### src/rtl/pacman_input_defs.sv
// Shared direction encoding and request-priority helper for the player input hub.
package pacman_input_defs;

  localparam int unsigned DIR_W = 4;

  localparam logic [1:0] DIR_UP    = 2'd0;
  localparam logic [1:0] DIR_RIGHT = 2'd1;
  localparam logic [1:0] DIR_DOWN  = 2'd2;
  localparam logic [1:0] DIR_LEFT  = 2'd3;

  localparam int unsigned BIT_UP    = 0;
  localparam int unsigned BIT_RIGHT = 1;
  localparam int unsigned BIT_DOWN  = 2;
  localparam int unsigned BIT_LEFT  = 3;

  typedef struct packed {
    logic       valid;
    logic [1:0] dir;
  } dir_req_t;

  // Highest-priority held direction: up > right > down > left.
  function automatic dir_req_t pick_dir(input logic [DIR_W-1:0] held);
    dir_req_t r;
    r.valid = 1'b1;
    if (held[BIT_UP])         r.dir = DIR_UP;
    else if (held[BIT_RIGHT]) r.dir = DIR_RIGHT;
    else if (held[BIT_DOWN])  r.dir = DIR_DOWN;
    else if (held[BIT_LEFT])  r.dir = DIR_LEFT;
    else begin
      r.valid = 1'b0;
      r.dir   = DIR_UP;
    end
    return r;
  endfunction

endpackage

### src/rtl/input_debouncer.sv
// Two-flop synchroniser followed by a saturating stable-run debounce counter.
module input_debouncer #(
  parameter logic [15:0] DEBOUNCE_CYCLES = 16'd50000
) (
  input  logic clock,
  input  logic resetn,
  input  logic raw,
  output logic stable,
  output logic rise
);

  logic        sync1_q, sync1_d;
  logic        sync2_q, sync2_d;
  logic        stable_q, stable_d;
  logic        rise_q, rise_d;
  logic [15:0] cnt_q, cnt_d;

  // Count cycles the synchronised bit disagrees with the stable level; flip once the run is long enough.
  always_comb begin
    sync1_d  = raw;
    sync2_d  = sync1_q;
    stable_d = stable_q;
    rise_d   = 1'b0;
    cnt_d    = 16'd0;
    if (sync2_q != stable_q) begin
      if (cnt_q >= DEBOUNCE_CYCLES - 16'd1) begin
        stable_d = ~stable_q;
        rise_d   = ~stable_q;
      end else begin
        cnt_d = cnt_q + 16'd1;
      end
    end
  end

  // State registers with synchronous active-low reset.
  always_ff @(posedge clock) begin
    if (!resetn) begin
      sync1_q  <= 1'b0;
      sync2_q  <= 1'b0;
      stable_q <= 1'b0;
      rise_q   <= 1'b0;
      cnt_q    <= 16'd0;
    end else begin
      sync1_q  <= sync1_d;
      sync2_q  <= sync2_d;
      stable_q <= stable_d;
      rise_q   <= rise_d;
      cnt_q    <= cnt_d;
    end
  end

  assign stable = stable_q;
  assign rise   = rise_q;

endmodule

### src/rtl/player_input_hub.sv
// N-player controller front end: debounced directions, latched headings, moving flags, pause toggle.
// Optional macro TURN_BUFFER_EN buffers blocked turn requests for up to TURN_HOLD_CYCLES cycles.
module player_input_hub
  import pacman_input_defs::*;
#(
  parameter int unsigned NUM_PLAYERS      = 2,
  parameter logic [15:0] DEBOUNCE_CYCLES  = 16'd50000,
  parameter logic [23:0] TURN_HOLD_CYCLES = 24'd2500000
) (
  input  logic                       clock,
  input  logic                       resetn,
  input  logic [4*NUM_PLAYERS-1:0]   dir_raw,
  input  logic [4*NUM_PLAYERS-1:0]   collision,
  input  logic                       pause_raw,
  output logic [4*NUM_PLAYERS-1:0]   dir_held,
  output logic [2*NUM_PLAYERS-1:0]   heading,
  output logic [NUM_PLAYERS-1:0]     moving,
  output logic                       paused,
  output logic                       pause_pulse
);

  localparam int unsigned NUM_DIR_BITS = DIR_W * NUM_PLAYERS;

`ifndef TURN_BUFFER_EN
  localparam logic [23:0] TURN_HOLD_UNUSED = TURN_HOLD_CYCLES;
`endif

  logic [NUM_DIR_BITS-1:0] dir_stable;
  logic [NUM_DIR_BITS-1:0] dir_rise_unused;
  logic                    pause_level_unused;
  logic                    pause_rise;

  for (genvar i = 0; i < int'(NUM_DIR_BITS); i++) begin : g_dir_db
    input_debouncer #(.DEBOUNCE_CYCLES(DEBOUNCE_CYCLES)) u_db (
      .clock  (clock),
      .resetn (resetn),
      .raw    (dir_raw[i]),
      .stable (dir_stable[i]),
      .rise   (dir_rise_unused[i])
    );
  end

  input_debouncer #(.DEBOUNCE_CYCLES(DEBOUNCE_CYCLES)) u_pause_db (
    .clock  (clock),
    .resetn (resetn),
    .raw    (pause_raw),
    .stable (pause_level_unused),
    .rise   (pause_rise)
  );

  assign dir_held = dir_stable;

  for (genvar p = 0; p < int'(NUM_PLAYERS); p++) begin : g_player
    logic [DIR_W-1:0] held;
    logic [DIR_W-1:0] blocked;
    dir_req_t         req;
    logic [1:0]       head_q, head_d;
    logic             move_q, move_d;

    assign held    = dir_stable[DIR_W*p +: DIR_W];
    assign blocked = collision[DIR_W*p +: DIR_W];
    assign req     = pick_dir(held);

`ifdef TURN_BUFFER_EN
    logic        pend_valid_q, pend_valid_d;
    logic [1:0]  pend_dir_q, pend_dir_d;
    logic [23:0] hold_q, hold_d;

    // Heading update with a pending-turn buffer; apply beats expiry.
    always_comb begin
      head_d       = head_q;
      pend_valid_d = pend_valid_q;
      pend_dir_d   = pend_dir_q;
      hold_d       = hold_q;
      if (req.valid && !blocked[req.dir]) begin
        head_d       = req.dir;
        pend_valid_d = 1'b0;
        hold_d       = 24'd0;
      end else if (req.valid && (!pend_valid_q || (pend_dir_q != req.dir))) begin
        pend_valid_d = 1'b1;
        pend_dir_d   = req.dir;
        hold_d       = 24'd0;
      end else if (pend_valid_q && !blocked[pend_dir_q]) begin
        head_d       = pend_dir_q;
        pend_valid_d = 1'b0;
        hold_d       = 24'd0;
      end else if (pend_valid_q) begin
        if (hold_q >= TURN_HOLD_CYCLES - 24'd1) begin
          pend_valid_d = 1'b0;
          hold_d       = 24'd0;
        end else begin
          hold_d = hold_q + 24'd1;
        end
      end
      move_d = ~blocked[head_d];
    end

    // Pending-turn registers.
    always_ff @(posedge clock) begin
      if (!resetn) begin
        pend_valid_q <= 1'b0;
        pend_dir_q   <= DIR_UP;
        hold_q       <= 24'd0;
      end else begin
        pend_valid_q <= pend_valid_d;
        pend_dir_q   <= pend_dir_d;
        hold_q       <= hold_d;
      end
    end
`else
    // Heading follows the requested direction only when it is not blocked.
    always_comb begin
      head_d = head_q;
      if (req.valid && !blocked[req.dir]) begin
        head_d = req.dir;
      end
      move_d = ~blocked[head_d];
    end
`endif

    // Heading and moving registers.
    always_ff @(posedge clock) begin
      if (!resetn) begin
        head_q <= DIR_UP;
        move_q <= 1'b0;
      end else begin
        head_q <= head_d;
        move_q <= move_d;
      end
    end

    assign heading[2*p +: 2] = head_q;
    assign moving[p]         = move_q;
  end

  logic paused_q, paused_d;
  logic pulse_q, pulse_d;

  // Toggle pause on each debounced press.
  always_comb begin
    paused_d = paused_q ^ pause_rise;
    pulse_d  = pause_rise;
  end

  // Pause registers.
  always_ff @(posedge clock) begin
    if (!resetn) begin
      paused_q <= 1'b0;
      pulse_q  <= 1'b0;
    end else begin
      paused_q <= paused_d;
      pulse_q  <= pulse_d;
    end
  end

  assign paused      = paused_q;
  assign pause_pulse = pulse_q;

endmodule

### config.mk
export PLATFORM = sky130hd
export DESIGN_NAME = player_input_hub
export DESIGN_NICKNAME = d
export VERILOG_FILES = /design/src/rtl/pacman_input_defs.sv /design/src/rtl/input_debouncer.sv /design/src/rtl/player_input_hub.sv
export SDC_FILE = /design/constraint.sdc
export NUM_CORES = 1
export LEC_CHECK = 0
export CAP_MARGIN = 20
export CORE_MARGIN = 3
export CORE_UTILIZATION = 31
export DETAILED_ROUTE_END_ITERATION = 16
export GPL_ROUTABILITY_DRIVEN = 0
export SLEW_MARGIN = 20
export SYNTH_ARGS = -nofsm -noshare
export SYNTH_HDL_FRONTEND = slang
export SYNTH_SLANG_ARGS = --single-unit
### constraint.sdc
create_clock -name clock -period 2.15 [get_ports clock]
set_clock_uncertainty 0.15 [all_clocks]
set_input_delay 0.215 -clock clock [delete_from_list [all_inputs] [get_ports clock]]
set_output_delay 0.215 -clock clock [all_outputs]
set_load 0.005 [all_outputs]
==> out/qor.csv <==
metric;value;unit
synthesis.area;7450;um^2
grt_max_degree;39;
grt_usage;10.7;%
yosysTopAreaCellShare;48.4;%
cp_cell_sequence;nand2b_1 -> o221a_1 -> or3_4 -> mux2i_4 -> and4b_1 -> a211o_1;
worst_pin_slew;726;ps
drc_errors;0;
final_cell_mix;180 x dfxtp_1, 166 x nor2_1, 93 x xor2_1;
cts_tree;built;
layout_commonest_cell;dfxtp_1;
finalCritPeriodShare;93.9;%
r2r_slack;130;ps
syn_nets;860;
numCtsBuffers;17;
placedCellCount;1181;
core;23500;um^2
ys_seq_area_share;48.4;%
status;finished clean;
start_kind;flop;
hold_viol_final;0;
drv_slew;0;
yosys_warnings;0;
pwr-share-comb;1.8;%
synthDistinctLibCells;40;
finalSetupTns;0;ps
grt_remaining_overflow;0;
routed_via_density;4.48;
seqCellArea;3600;um^2
crit_slowest_cell;dfxtp_1;
clk_pin_slew;60;ps
root_buffer;clkbuf_16;
period_minus_slack;2020;ps
crit_required;2310;ps
place.port_buffers;34;
worstHoldPathType;primary input to flop;
htree_levels;4;
ys_seq_elements;180;
synthCells;832;
synth_largest_area_cell;dfxtp_1;
postLayoutCellArea;8850;um^2
cp_num_buf_inv;0;
end_kind;flop;
area_growth;18.9;%
switching_share;21.1;%
synth_ff_type;dfxtp_1;
drive_gt1_share;7.16;%
cap_viol_max_count;0;
p_seq_share;50.6;%
crit_arrival;2180;ps
antenna_cells;0;
die_y;161;um
fillCellCount;2398;
ant_nets;0;
clk_latency;430;ps
post_dp_cell_area;8240;um^2
cts.path.max_buffers;2;
synth_edf_count;0;
drt-total-wl;13200;um
criticalPathCategory;flop to flop;
p_int;5260;uW
grt_pass1_vias;5214;
cellLeakagePower;0.00313;uW
synthTopCellsByArea;dfxtp_1 48%, xor2_1 11%, nor2_1 8.4%;
grt_pass1_wl;23300;um
setup_violations;0;
dieWidth;161;um
clkSinkCount;180;
r2r_end;g_player[1].move_q;
clock.fmax;0.495;GHz
start_util;31.6;%
cts_setup_buffers;0;
nNetsFinal;909;
wl_per_cell;10.8;um
rr_worst_depth;6;
final_cell_count_no_fill;1213;
syn_area_per_cell;8.95;um^2
p_switching;1400;uW
cp_slowest_stage_delay;420;ps
hold_path_depth;2;
ir_worst_vdd;0.395;mV
r2r_start;g_dir_db[7].u_db.stable;
crit_family;simple AND/OR/NAND/NOR gates;
drt_pass1_iterations;5;
hold_end;g_dir_db[4].u_db.sync1_q;
num_rows;56;
holdWs;213;ps
antenna_found_initial;0;
drtIter0Drc;235;
critical_path_peak_fanout;6;
die_area;25900;um^2
vias;5431;
power_frac_clock;47.5;%
synthArstFlopShare;0;%
slew-limit-headroom;51.6;%
place_hpwl;8930;um
multi_input_area;3630;um^2
ios;35;
rsz0062_at_grt;false;
worstHoldStart;dir_raw[4];
cellPowerDensity;752;nW/um^2
-- logic make-up (layout without fill, tap and decap cells) --
| kind of cell | after synthesis | after routing | synth area share, % |
|---|---|---|---|
| mux | 2 | 2 | 0.454 |
| compound gates | 63 | 63 | 5.70 |
| xor+xnor | 127 | 127 | 14.9 |
| simple gates | 406 | 406 | 26.2 |
| flops | 180 | 180 | 48.4 |
| buf+inv | 45 | 107 | 2.81 |
| fa+ha+maj | 9 | 9 | 1.51 |
-- how the worst max path moves through the flow --
stage	from	end	slack [ps]	cells after the start
2_1_floorplan	g_dir_db[2].u_db.cnt_q[0]	g_dir_db[2].u_db.cnt_q[10]	110	9
3_3_place_gp	collision[6]	g_player[1].move_q	-10	6
3_5_place_dp	collision[6]	g_player[1].move_q	-30	6
4_1_cts	g_dir_db[7].u_db.stable	g_player[1].move_q	130	6
5_1_grt	g_dir_db[7].u_db.stable	g_player[1].move_q	3	6
6_report	g_dir_db[7].u_db.stable	g_player[1].move_q	130	6
-- stage by stage --
step | utilization, % | setup slack, ps | power [uW]
finish | 37.6 | 131 | 6660
global route | 37.6 | 2.80 | 6910
CTS | 37.6 | 126 | 6750
detailed placement | 35.0 | -25.3 | 3570
global placement | 35.0 | -13.9 | 3570
floorplan | - | 112 | 3500
-- metal layers --
layer	vias up	track usage, %	wire [um]
met3	13	3.03	504
met4	0	3.75	183
met5	-	0	0
met2	60	17.3	5830
met1	2462	13.7	6630
li1	2896	-	-
-- power by group through the flow --
stage          clock network [uW]  registers, uW  logic (uW)
2_1_floorplan                   0           3440        60.5
3_3_place_gp                    0           3450         125
3_5_place_dp                    0           3450         125
4_1_cts                      3260           3370         126
5_1_grt                      3400           3370         138
6_report                     3170           3370         123
-- worst register-to-register path, stage by stage, from the launching register on --
cell      delay (ps)
dfxtp_1          420
nand2b_1         100
o221a_1          240
or3_4            360
mux2i_4          210
and4b_1          200
a211o_1          220
-- repair_timing --
item,CTS,global route
resized for setup,0,1
setup endpoints to repair,0,1
hold buffers,0,0
-- state kept, by name, summed over array words and instances, names as in the netlist --
signal	flops
g_player.head_q	4
g_dir_db.u_db.sync2_q	8
u_pause_db.rise	1
u_pause_db.sync1_q	1
u_pause_db.sync2_q	1
u_pause_db.stable	1
paused	1
g_dir_db.u_db.sync1_q	8
pause_pulse	1
g_dir_db.u_db.stable	8
u_pause_db.cnt_q	16
g_player.move_q	2
g_dir_db.u_db.cnt_q	128
-- synth_stat cells (2+ instances only) --
master    instances
a211o_1           2
a21oi_1          14
a311o_1          10
a31oi_1           7
and2_1           28
and3_1           30
and4_1           12
buf_2             2
buf_4            10
clkbuf_1         17
dfxtp_1         180
ha_1              9
inv_1            16
nand2_1          50
nand3_1          71
nand4_1          20
nor2_1          166
nor2b_1           4
nor3_1            7
nor3b_1           2
nor4_1            9
o21a_1            2
o21ai_0          22
xnor2_1          34
xor2_1           93
-- area by class of cell --
type	count	share of cell area, %
clock inverter	15	2.01
clock buffer	17	4.81
inverter	16	0.679
timing repair buffer	59	6.23
tap	319	4.51
multi-input combinational	607	41.1
sequential	180	40.7
(Power assumes the default switching activity.)
